--- src/rtl/cntr_pkg.sv ---
// Shared definitions for the tile's counter blocks: timer state encodings and default widths.
package cntr_pkg;
    localparam int DEF_COUNT_WIDTH = 4;

    typedef enum logic [1:0] {
        ST_IDLE   = 2'd0,
        ST_LOADED = 2'd1,
        ST_RUN    = 2'd2
    } tmr_state_t;
endpackage

--- src/rtl/down_timer.sv ---
// Loadable down-counting timer with one-shot / periodic reload and a registered expiry pulse.
module down_timer
    import cntr_pkg::*;
#(
    parameter int COUNT_WIDTH = DEF_COUNT_WIDTH
) (
    input  logic                   clk,
    input  logic                   rst,
    input  logic                   ena,
    input  logic                   load_valid,
    output logic                   load_ready,
    input  logic [COUNT_WIDTH-1:0] load_val,
    input  logic                   auto_reload,
    input  logic                   start,
    input  logic                   stop,
    output logic [COUNT_WIDTH-1:0] count,
    output logic                   busy,
    output logic                   done
);

    tmr_state_t             state;
    logic [COUNT_WIDTH-1:0] reload;

    // Decoded straight from the state flop, so no input reaches an output combinationally.
    assign load_ready = (state != ST_RUN);
    assign busy       = (state == ST_RUN);

    always_ff @(posedge clk or posedge rst) begin
        if (rst) begin
            state  <= ST_IDLE;
            count  <= '0;
            reload <= '0;
            done   <= 1'b0;
        end else begin
            done <= 1'b0;
            case (state)
                ST_IDLE: begin
                    if (load_valid) begin
                        reload <= load_val;
                        count  <= load_val;
                        state  <= ST_LOADED;
                    end
                end
                ST_LOADED: begin
                    if (load_valid) begin
                        reload <= load_val;
                        count  <= load_val;
                    end
                    if (start && !stop)
                        state <= ST_RUN;
                end
                ST_RUN: begin
                    // stop outranks the tick, including an expiring one
                    if (stop) begin
                        state <= ST_LOADED;
                    end else if (ena) begin
                        if (count != '0) begin
                            count <= count - 1'b1;
                        end else begin
                            done <= 1'b1;
                            if (auto_reload)
                                count <= reload;
                            else
                                state <= ST_IDLE;
                        end
                    end
                end
                default: state <= ST_IDLE;
            endcase
        end
    end

endmodule

--- config.mk ---
export PLATFORM = sky130hd
export DESIGN_NAME = down_timer
export DESIGN_NICKNAME = d
export VERILOG_FILES = /design/src/rtl/cntr_pkg.sv /design/src/rtl/down_timer.sv
export SDC_FILE = /design/constraint.sdc
export NUM_CORES = 1
export LEC_CHECK = 0
export CAP_MARGIN = 20
export CELL_PAD_IN_SITES_DETAIL_PLACEMENT = 1
export CELL_PAD_IN_SITES_GLOBAL_PLACEMENT = 1
export CORE_AREA = 8 8 51 53
export CTS_CLUSTER_SIZE = 25
export DETAILED_ROUTE_END_ITERATION = 8
export DIE_AREA = 0 0 59 61
export PLACE_DENSITY = 0.8
export SLEW_MARGIN = 20
export SYNTH_ARGS = -nofsm -noshare
export SYNTH_HDL_FRONTEND = slang
export SYNTH_SLANG_ARGS = --single-unit
--- constraint.sdc ---
create_clock -name clk -period 3.64 [get_ports clk]
set_input_delay 0.728 -clock clk [delete_from_list [all_inputs] [get_ports clk]]
set_output_delay 0.728 -clock clk [all_outputs]
set_load 0.1 [all_outputs]
==> qor.txt, run 1 <==
Rows = 16
Routed met3 length = 137 um
CP max-delay cell = clkdlybuf4s50_1
P&R area growth vs syn = 36.6%
Grt ovf = 0
Starting DRC count in detailed routing = 8
Sequential fraction of the synthesis area = 46.3%
Kind of critical path = register to output pin
CP bufs+invs = 1
Via count = 559
Pwr dens = 694 mW/mm^2
CP max FO = 6
First drt pass iteration count = 4
Number of global-route vias before repair = 624
Ant diodes = 0
Setup violators final = 0
WL final = 1550 um
Die area = 0.00360 mm^2
Count leader, synth = nand2_1
Final Hold Slack = 0.483 ns
Met2 routed WL = 688 um
Register bit total from synthesis = 11
Nets = 100
Count of final hold-check violations = 0
CP peak stage delay = 1.18 ns
Post-DRT Antenna Nets = 0
Buffers on Ports = 17
Max clock buf depth = 2
Ratio of cells with drive above 1 in the final layout = 11.5%
Core Footprint = 0.00184 mm^2
EDFF count, synth = 0
CTS tree = yes
Total track usage = 10.4%
Post-cts sizing count = 0
Final worst path period share = 72.2%
Root Driver = clkbuf_4
Synth top cells by count = nand2_1, dfrtp_1, inv_1
Async SR Flop Fraction = 100%
Cts hold-fix bufs = 0
Area leader, netlist = dfrtp_1
Synth Net Count = 79
Placer congestion estimate = 0.732
Reg2reg setup slack = 1.97 ns
Pin count of the biggest net entering global routing = 12
Worst path arrival time = 1.90 ns
Post-route DRC = 0
Peak supply drop = 0.000278 V
H-Tree Depth = 1
Status = completed
Hold Crit Class = register to register
Die height = 61 um
Highest Signal Layer = met4
Setup bufs post-CTS = 0
Antenna violations before repair = 0
Max-slew violations = 0
R2R depth = 6
Synth Flop Type = dfrtp_1
Critical path required time = 2.91 ns
Endpoint of the worst register-to-register path = count[2]
Clock sinks = 11
First-pass GRT wire length = 2840 um
Routed wire length per instance = 13.6 um
Area contributors post-synth = dfrtp_1, nand2_1, inv_1
Setup TNS = 0 ns
Clock Latency Late Sink = 0.28 ns
Max-cap viol count = 0
Initial Util = 32.3%
Top Family by Delay on Critical Path = buffers and inverters
Actual slew at the worst max-slew pin = 0.974 ns
Static leakage = 0.368 nW
Hold Path Origin = reload[0]
Vias per cell = 4.90
CTS Buf Count = 3
Clock Pin Slew Worst Setup and Hold Paths = 0.07 ns
Slew Limit Headroom = 34.9%
Hold Crit Depth = 2
Mapped Cells = 67
I/O pin total = 18
Worst-path cell chain = clkdlybuf4s50_1
Cell variety after synth = 26
Wl on met1 = 706 um
Yosys warning count = 0
CP startpoint kind = register
Netlist Area Pre-Place = 594 um^2
CP Capture Type = output pin
Dpl hpwl = 1250 um
Post-synth top area share = 46.3%
Reg-to-Reg Start = count[0]
Synth Area per Inst = 8.87 um^2
Setup Skew = 0.00443 ns
RSZ-0062 raised after global routing = false
Upper clock frequency limit = 0.380 GHz
Die width = 59 um
Tmin final = 2.63 ns
Hold EP = reload[0]
==> stage by stage <==
stage | util, % | std cells | setup slack, ns | area [um^2] | power, mW
6_report | 44.1 | 114 | 1.01 | 812 | 0.564
3_5_place_dp | 42.7 | 110 | 1.30 | 786 | 0.481
3_3_place_gp | 42.7 | 110 | 1.32 | 786 | 0.474
5_1_grt | 44.1 | 114 | 0.940 | 812 | 0.602
4_1_cts | 44.1 | 114 | 0.997 | 812 | 0.571
2_1_floorplan | - | 67 | 1.47 | 594 | 0.406
==> cell type report <==
type / instances / area, um^2
Clock buffer: 4 / 26.3
Tap cell: 27 / 33.8
Timing Repair Buffer: 17 / 165
Fill cell: 233 / 1030
Sequential cell: 11 / 275
Inverter: 8 / 30.0
Multi-Input combinational cell: 47 / 282
==> worst reg2reg max path, delay by kind of cell (launching register included) <==
kind | cells | cell delay (ns)
buffers and inverters | 1 | 0.06
adder cells (fa/ha/maj) | 1 | 0.25
AO/OA/AOI/OAI | 3 | 0.63
flip-flops | 1 | 0.42
AND/OR/NAND/NOR | 1 | 0.20
==> kinds of logic after synthesis <==
family	count (synthesis)	synth area share (%)
muxes	1	1.89
and+or+nand+nor	28	24.0
buffers and inverters	9	6.32
adders and majority gates	1	2.10
AOI/OAI and AO/OA	17	19.4
DFF	11	46.3
==> registers in the layout, summed over array words and instances, names as in the netlist <==
signal  cells
done        1
count       4
state       2
reload      4
==> worst max path at each step <==
stage                         from  endpoint  slack (ns)  cells after the start
after floorplan           count[0]  count[2]        1.47                      6
after global placement    count[3]  count[3]        1.32                      1
after detailed placement  count[3]  count[3]        1.30                      1
after CTS                 count[2]  count[2]         1.0                      1
after global routing      count[3]  count[3]        0.94                      1
final                     count[2]  count[2]        1.01                      1
==> power by group <==
| group | total (mW) | leakage (nW) | switching (mW) | internal (mW) |
|---|---|---|---|---|
| Combinational | 0.286 | 0.221 | 0.202 | 0.0843 |
| Sequential | 0.190 | 0.133 | 0.0369 | 0.154 |
| Clock | 0.0870 | 0.0150 | 0.0444 | 0.0425 |
==> placed cells by master, fill, tap and decap left out, types with 3 or more instances in the layout <==
cell type	count
clkbuf_4	3
inv_1	7
clkdlybuf4s50_1	15
nor2_1	5
a31oi_1	3
nand2_1	15
dfrtp_1	11
==> layer usage <==
| layer | global-route usage (%) | up-vias |
|---|---|---|
| li1 | - | 273 |
| met1 | 12.1 | 265 |
| met2 | 16.4 | 19 |
| met3 | 4.66 | 2 |
| met4 | 4.10 | 0 |
| met5 | 0 | - |
(Power assumes the default switching activity.)
==> run 2, diff against run 1 <==
--- a/config.mk
+++ b/config.mk
@@ -8,11 +8,11 @@
 export CAP_MARGIN = 20
 export CELL_PAD_IN_SITES_DETAIL_PLACEMENT = 1
 export CELL_PAD_IN_SITES_GLOBAL_PLACEMENT = 1
-export CORE_AREA = 8 8 51 53
+export CORE_AREA = 8 8 55 57
 export CTS_CLUSTER_SIZE = 25
 export DETAILED_ROUTE_END_ITERATION = 8
-export DIE_AREA = 0 0 59 61
-export PLACE_DENSITY = 0.8
+export DIE_AREA = 0 0 63 65
+export PLACE_DENSITY = 0.71
 export SLEW_MARGIN = 20
 export SYNTH_ARGS = -nofsm -noshare
 export SYNTH_HDL_FRONTEND = slang
==> constraint.sdc (replaced) <==
create_clock -name clk -period 2.3 [get_ports clk]
set_input_delay 0.46 -clock clk [delete_from_list [all_inputs] [get_ports clk]]
set_output_delay 0.46 -clock clk [all_outputs]
set_load 0.1 [all_outputs]
==> run 2 against run 1 <==
Effect of this change: die area rose by 14%; cell count rose by 1.8%; sequential power rose by 61%; sequential cell count did not move; critical path type unchanged.
==> qor.txt, run 2 (synthesized netlist as in run 1, its figures left out) <==
CP startpoint kind = register
Routed wire length per instance = 14.7 um (+7.7%)
CP Capture Type = output pin
Combinational share of power = 51.5% (+0.7 points)
Rows = 17 (+1)
Setup Skew = 0.00102 ns (-0.00340 ns)
Tmin final = 1.83 ns
Clk pwr share = 14.9% (-0.5 points)
NetSw = 0.453 mW (+60%)
Hold Path Origin = reload[0]
Buffers on Ports = 17 (unchanged)
CP Launch Point = state[1]
Max-slew violations = 0 (unchanged)
Clock sinks = 11 (unchanged)
Ant diodes = 0 (unchanged)
Starting DRC count in detailed routing = 0 (-8)
Antenna violations before repair = 0 (unchanged)
Post-DRT Antenna Nets = 0 (unchanged)
WL final = 1700 um (+9.6%)
First-pass GRT wire length = 2910 um (+2.4%)
Setup violators final = 0 (unchanged)
CP max FO = 8 (+2)
Pwr dens = 1090 mW/mm^2 (+57%)
Die width = 63 um (+6.8%)
Final Hold Slack = 0.481 ns (-0.00246 ns)
Setup bufs post-CTS = 0 (unchanged)
Placed Area = 807 um^2 (+2.7%)
Via count = 546 (-2.3%)
Slew Limit Headroom = 68.9% (+34 points)
Die height = 65 um (+6.6%)
Nets = 101 (+1.0%)
Clock Latency Late Sink = 0.27 ns (about the same)
Pin count of the biggest net entering global routing = 12 (unchanged)
Peak supply drop = 0.000592 V (+110%)
Clock Pin Slew Worst Setup and Hold Paths = 0.07 ns (about the same)
P&R area growth vs syn = 40.2%
Die area = 0.00410 mm^2 (+14%)
Post-route DRC = 0 (unchanged)
Initial Util = 27.7% (-4.6 points)
CTS Buf Count = 3 (unchanged)
Most common cell after layout, fill and taps aside = nand2_1
Upper clock frequency limit = 0.547 GHz
Total track usage = 8.92% (-1.5 points)
Grt ovf = 0 (unchanged)
H-Tree Depth = 1 (unchanged)
Placer congestion estimate = 0.761 (+3.9%)
Reg power frac = 33.6% (-0.2 points)
Internal cell power = 0.454 mW (+62%)
Sw frac = 50.0% (-0.31 points)
Vias per cell = 4.71 (-4.0%)
Critical path required time = 1.84 ns (-1.07 ns)
Actual slew at the worst max-slew pin = 0.466 ns (-0.508 ns)
Ratio of cells with drive above 1 in the final layout = 18.2% (+6.7 points)
First drt pass iteration count = 1 (-3)
Total power = 0.907 mW (+61%)
Cts hold-fix bufs = 0 (unchanged)
Max clock buf depth = 2 (unchanged)
Post-cts sizing count = 0 (unchanged)
Status = completed
Dpl hpwl = 1270 um (+1.2%)
RSZ-0062 raised after global routing = false
Final worst path period share = 79.5%
Worst path arrival time = 1.37 ns (-0.53 ns)
Number of global-route vias before repair = 598 (-4.2%)
Max-cap viol count = 0 (unchanged)
Reg-to-Reg Start = count[0]
CTS tree = yes
Count of final hold-check violations = 0 (unchanged)
Biggest regs = count: 4 flops, reload: 4 flops, state: 2 flops
Design area = 833 um^2 (+2.6%)
Setup TNS = 0 ns (unchanged)
I/O pin total = 18 (unchanged)
Core Footprint = 0.00215 mm^2 (+17%)
Hold Crit Class = register to register
Kind of critical path = register to output pin
Root Driver = clkbuf_4
Most frequent cells in the layout = nand2_1, dfrtp_1, clkdlybuf4s50_1
Static leakage = 0.388 nW (+5.4%)
run 2: through the flow:
step | setup slack [ns] | cells | util [%]
after floorplan | 0.126 | 67 | -
after global placement | 0.462 | 112 | 37.6
after detailed placement | 0.405 | 112 | 37.6
after CTS | 0.450 | 116 | 38.8
after global routing | 0.397 | 116 | 38.8
final | 0.471 | 116 | 38.8
run 2: path summary, 6_finish.rpt:
check / end / slack (ns) / depth (start not counted)
worst min-delay path: reload[0] / 0.48 / 2
worst min register to register: reload[0] / 0.48 / 2
worst max register to register: count[2] / 0.63 / 6
max in group asynchronous: count[2] / 1.48 / 2
min in group asynchronous: reload[1] / 0.50 / 2
worst max-delay path: load_ready / 0.47 / 4
run 2: routing by layer:
| metal | GRT usage (%) | share of wire (%) | vias up |
|---|---|---|---|
| met5 | 0 | 0 | - |
| met4 | 6.84 | 1.6 | 0 |
| met3 | 1.55 | 4.4 | 2 |
| met2 | 15.0 | 49 | 10 |
| met1 | 9.91 | 45 | 259 |
| li1 | - | - | 275 |
run 2: worst max-delay path: stages, from the launching register on:
cell and delay [ns]:
dfrtp_1 0.45, nor2b_1 0.16, buf_4 0.17, inv_2 0.13, buf_12 0.19
run 2: final cells by class:
class                      instances  area, um^2
timing repair buffer              18         185
sequential                        11         275
clock buffer                       4        26.3
inverter                           8        30.0
fill                             270        1320
tap                               28        35.0
multi-input combinational         47         282
run 2: power by group through the flow:
| stage | Clock [mW] | Sequential [mW] | Combinational, mW |
|---|---|---|---|
| 2_1_floorplan | 0 | 0.455 | 0.188 |
| 3_3_place_gp | 0 | 0.304 | 0.463 |
| 3_5_place_dp | 0 | 0.309 | 0.468 |
| 4_1_cts | 0.141 | 0.305 | 0.475 |
| 5_1_grt | 0.155 | 0.313 | 0.502 |
| 6_report | 0.135 | 0.305 | 0.467 |
==> run 3, diff against run 2 <==
==> constraint.sdc (replaced) <==
create_clock -name clk -period 1.6 [get_ports clk]
set_input_delay 0.32 -clock clk [delete_from_list [all_inputs] [get_ports clk]]
set_output_delay 0.32 -clock clk [all_outputs]
set_load 0.1 [all_outputs]
==> run 3 against run 2 <==
Effect of this change: first-iteration DRC count up 5; global-route usage up 0.72 points; clock skew up 0.0036 ns; register-to-register slack worse by 0.64 ns; hold slack worse by 0.14 ns; sequential share of layout area down 5.8 points; the run now ends with setup timing left; sequential cell count unchanged; critical path depth up 1; count of clock-buffer cells in the layout unchanged; die area unchanged; utilization up 10 points; total power up 77%.
==> qor.txt, run 3 (synthesized netlist as in run 1, its figures left out) <==
Pin count of the biggest net entering global routing = 12 (unchanged)
Number of global-route vias before repair = 647 (+8.2%)
H-Tree Depth = 1 (unchanged)
Count of final hold-check violations = 0 (unchanged)
Post-DRT Antenna Nets = 0 (unchanged)
Total track usage = 9.64% (+0.72 points)
Routed wire length per instance = 15.2 um (+3.6%)
CTS tree = yes
Status = finished, violations left
Reg-to-Reg Start = count[1]
Upper clock frequency limit = 0.620 GHz
Biggest regs = count: 4 flops, reload: 4 flops, state: 2 flops
Grt ovf = 0 (unchanged)
Most frequent cells in the layout = buf_4, nand2_1, clkdlybuf4s50_1
CP max FO = 6 (-2)
P&R area growth vs syn = 77.3%
I/O pin total = 18 (unchanged)
Buffers on Ports = 17 (unchanged)
Via count = 613 (+12%)
Root Driver = clkbuf_4
Static leakage = 0.482 nW (+24%)
CP max-delay cell = dfrtp_4
Setup slack after placement = -0.105 ns (-0.510 ns)
CP startpoint kind = register
CTS Buf Count = 3 (unchanged)
Post-route DRC = 0 (unchanged)
Worst-path cell chain = inv_4, ha_4, or3b_4, o21ai_0, a31oi_1
Clock sinks = 11 (unchanged)
Vias per cell = 4.68 (-0.58%)
Max-cap viol count = 0 (unchanged)
Top Family by Delay on Critical Path = flip-flops
First drt pass iteration count = 3 (+2)
CP bufs+invs = 1 (-2)
Clock Pin Slew Worst Setup and Hold Paths = 0.07 ns (about the same)
Area occupied by multi-input gates = 310 um^2 (+10%)
Placer congestion estimate = 0.810 (+6.5%)
Clk pwr share = 12.1% (-2.8 points)
Reg power frac = 28.6% (-5.0 points)
RSZ-0062 raised after global routing = true
Antenna violations before repair = 0 (unchanged)
Most common cell after layout, fill and taps aside = buf_4
Setup Skew = 0.00459 ns (+0.00357 ns)
Register area = 287 um^2 (+4.1%)
Initial Util = 27.7% (unchanged)
Internal cell power = 0.868 mW (+91%)
CP peak stage delay = 0.49 ns (+0.04 ns)
Setup violators final = 1 (+1)
Sw frac = 45.8% (-4.1 points)
Ratio of cells with drive above 1 in the final layout = 39.8% (+22 points)
Cts hold-fix bufs = 0 (unchanged)
Pwr dens = 1520 mW/mm^2 (+40%)
Hold Crit Class = input pin to async pin
Rows = 17 (unchanged)
First-pass GRT wire length = 3100 um (+6.4%)
Clock Latency Late Sink = 0.27 ns (about the same)
Setup TNS = -0.0129 ns (-0.0129 ns)
Slew Limit Headroom = 70.1% (+1.2 points)
Failing checks = setup timing
Max clock buf depth = 2 (unchanged)
Die width = 63 um (unchanged)
Reg2reg setup slack = -0.01 ns (-0.64 ns)
Die height = 65 um (unchanged)
Actual slew at the worst max-slew pin = 0.449 ns (-0.0177 ns)
Nets = 116 (+15%)
Final Util = 49.0% (+10 points)
Ant diodes = 0 (unchanged)
Total power = 1.60 mW (+77%)
Max-slew violations = 0 (unchanged)
Dpl hpwl = 1490 um (+18%)
WL final = 1990 um (+17%)
NetSw = 0.734 mW (+62%)
Kind of critical path = register to register
Tmin final = 1.61 ns
Combinational share of power = 59.3% (+7.8 points)
Filler cells = 255 (-5.6%)
Die area = 0.00410 mm^2 (unchanged)
Peak supply drop = 0.000774 V (+31%)
Worst path arrival time = 1.74 ns (+0.37 ns)
Starting DRC count in detailed routing = 5 (+5)
Final worst path period share = 101%
Critical path required time = 1.73 ns (-0.11 ns)
Core Footprint = 0.00215 mm^2 (unchanged)
Slack of the critical path = -0.0129 ns (-0.484 ns)
CP Launch Point = count[1]
CP Capture Type = register
-- run 3: worst reg2reg max path, delay by kind of cell, from the launching register on --
family          cells  cell delay (ns)
flops               1             0.49
simple gates        1             0.42
compound gates      2             0.34
fa+ha+maj           1             0.15
buf+inv             1             0.07
-- run 3: final cells by class --
class	count	area share (%)
timing repair buffer	33	34.2
inverter	8	3.33
multi-input combinational	47	29.5
sequential	11	27.2
tap	28	3.33
clock buffer	4	2.49
-- run 3: routing by layer --
metal  part of all wire (%)  global-route usage (%)  vias to the layer above
met5                      0                       0                        -
met4                    2.7                    8.26                        0
met3                    2.7                    2.23                        4
met2                     52                    16.3                       12
met1                     43                    10.0                      293
li1                       -                       -                      304
-- run 3: power groups by stage --
stage / Combinational, mW / Clock, mW / Sequential, mW
floorplan: 0.293 / 0 / 0.678
global placement: 0.841 / 0 / 0.461
detailed placement: 0.860 / 0 / 0.466
CTS: 0.878 / 0.199 / 0.453
global route: 0.999 / 0.212 / 0.470
finish: 0.950 / 0.195 / 0.458
-- run 3: worst paths after layout --
check | to | cells after the start
setup / recovery | count[0] | 5
hold / removal | done | 2
setup reg to reg | count[0] | 5
hold reg to reg | reload[1] | 2
max in group asynchronous | count[0] | 2
min in group clk | reload[1] | 2
-- run 3: stage by stage --
| step | hold WS (ns) | area [um^2] | instances |
|---|---|---|---|
| 2_1_floorplan | 0.172 | 628 | 67 |
| 3_3_place_gp | 0.456 | 948 | 118 |
| 3_5_place_dp | 0.483 | 948 | 118 |
| 4_1_cts | 0.359 | 983 | 123 |
| 5_1_grt | 0.390 | 1050 | 131 |
| 6_report | 0.343 | 1050 | 131 |
-- run 3: timing repair --
action	in CTS	in global routing
gates resized for setup	1	3
buffers inserted	1	8
gates cloned	0	0
setup endpoints to repair	2	4
pin swaps	0	3
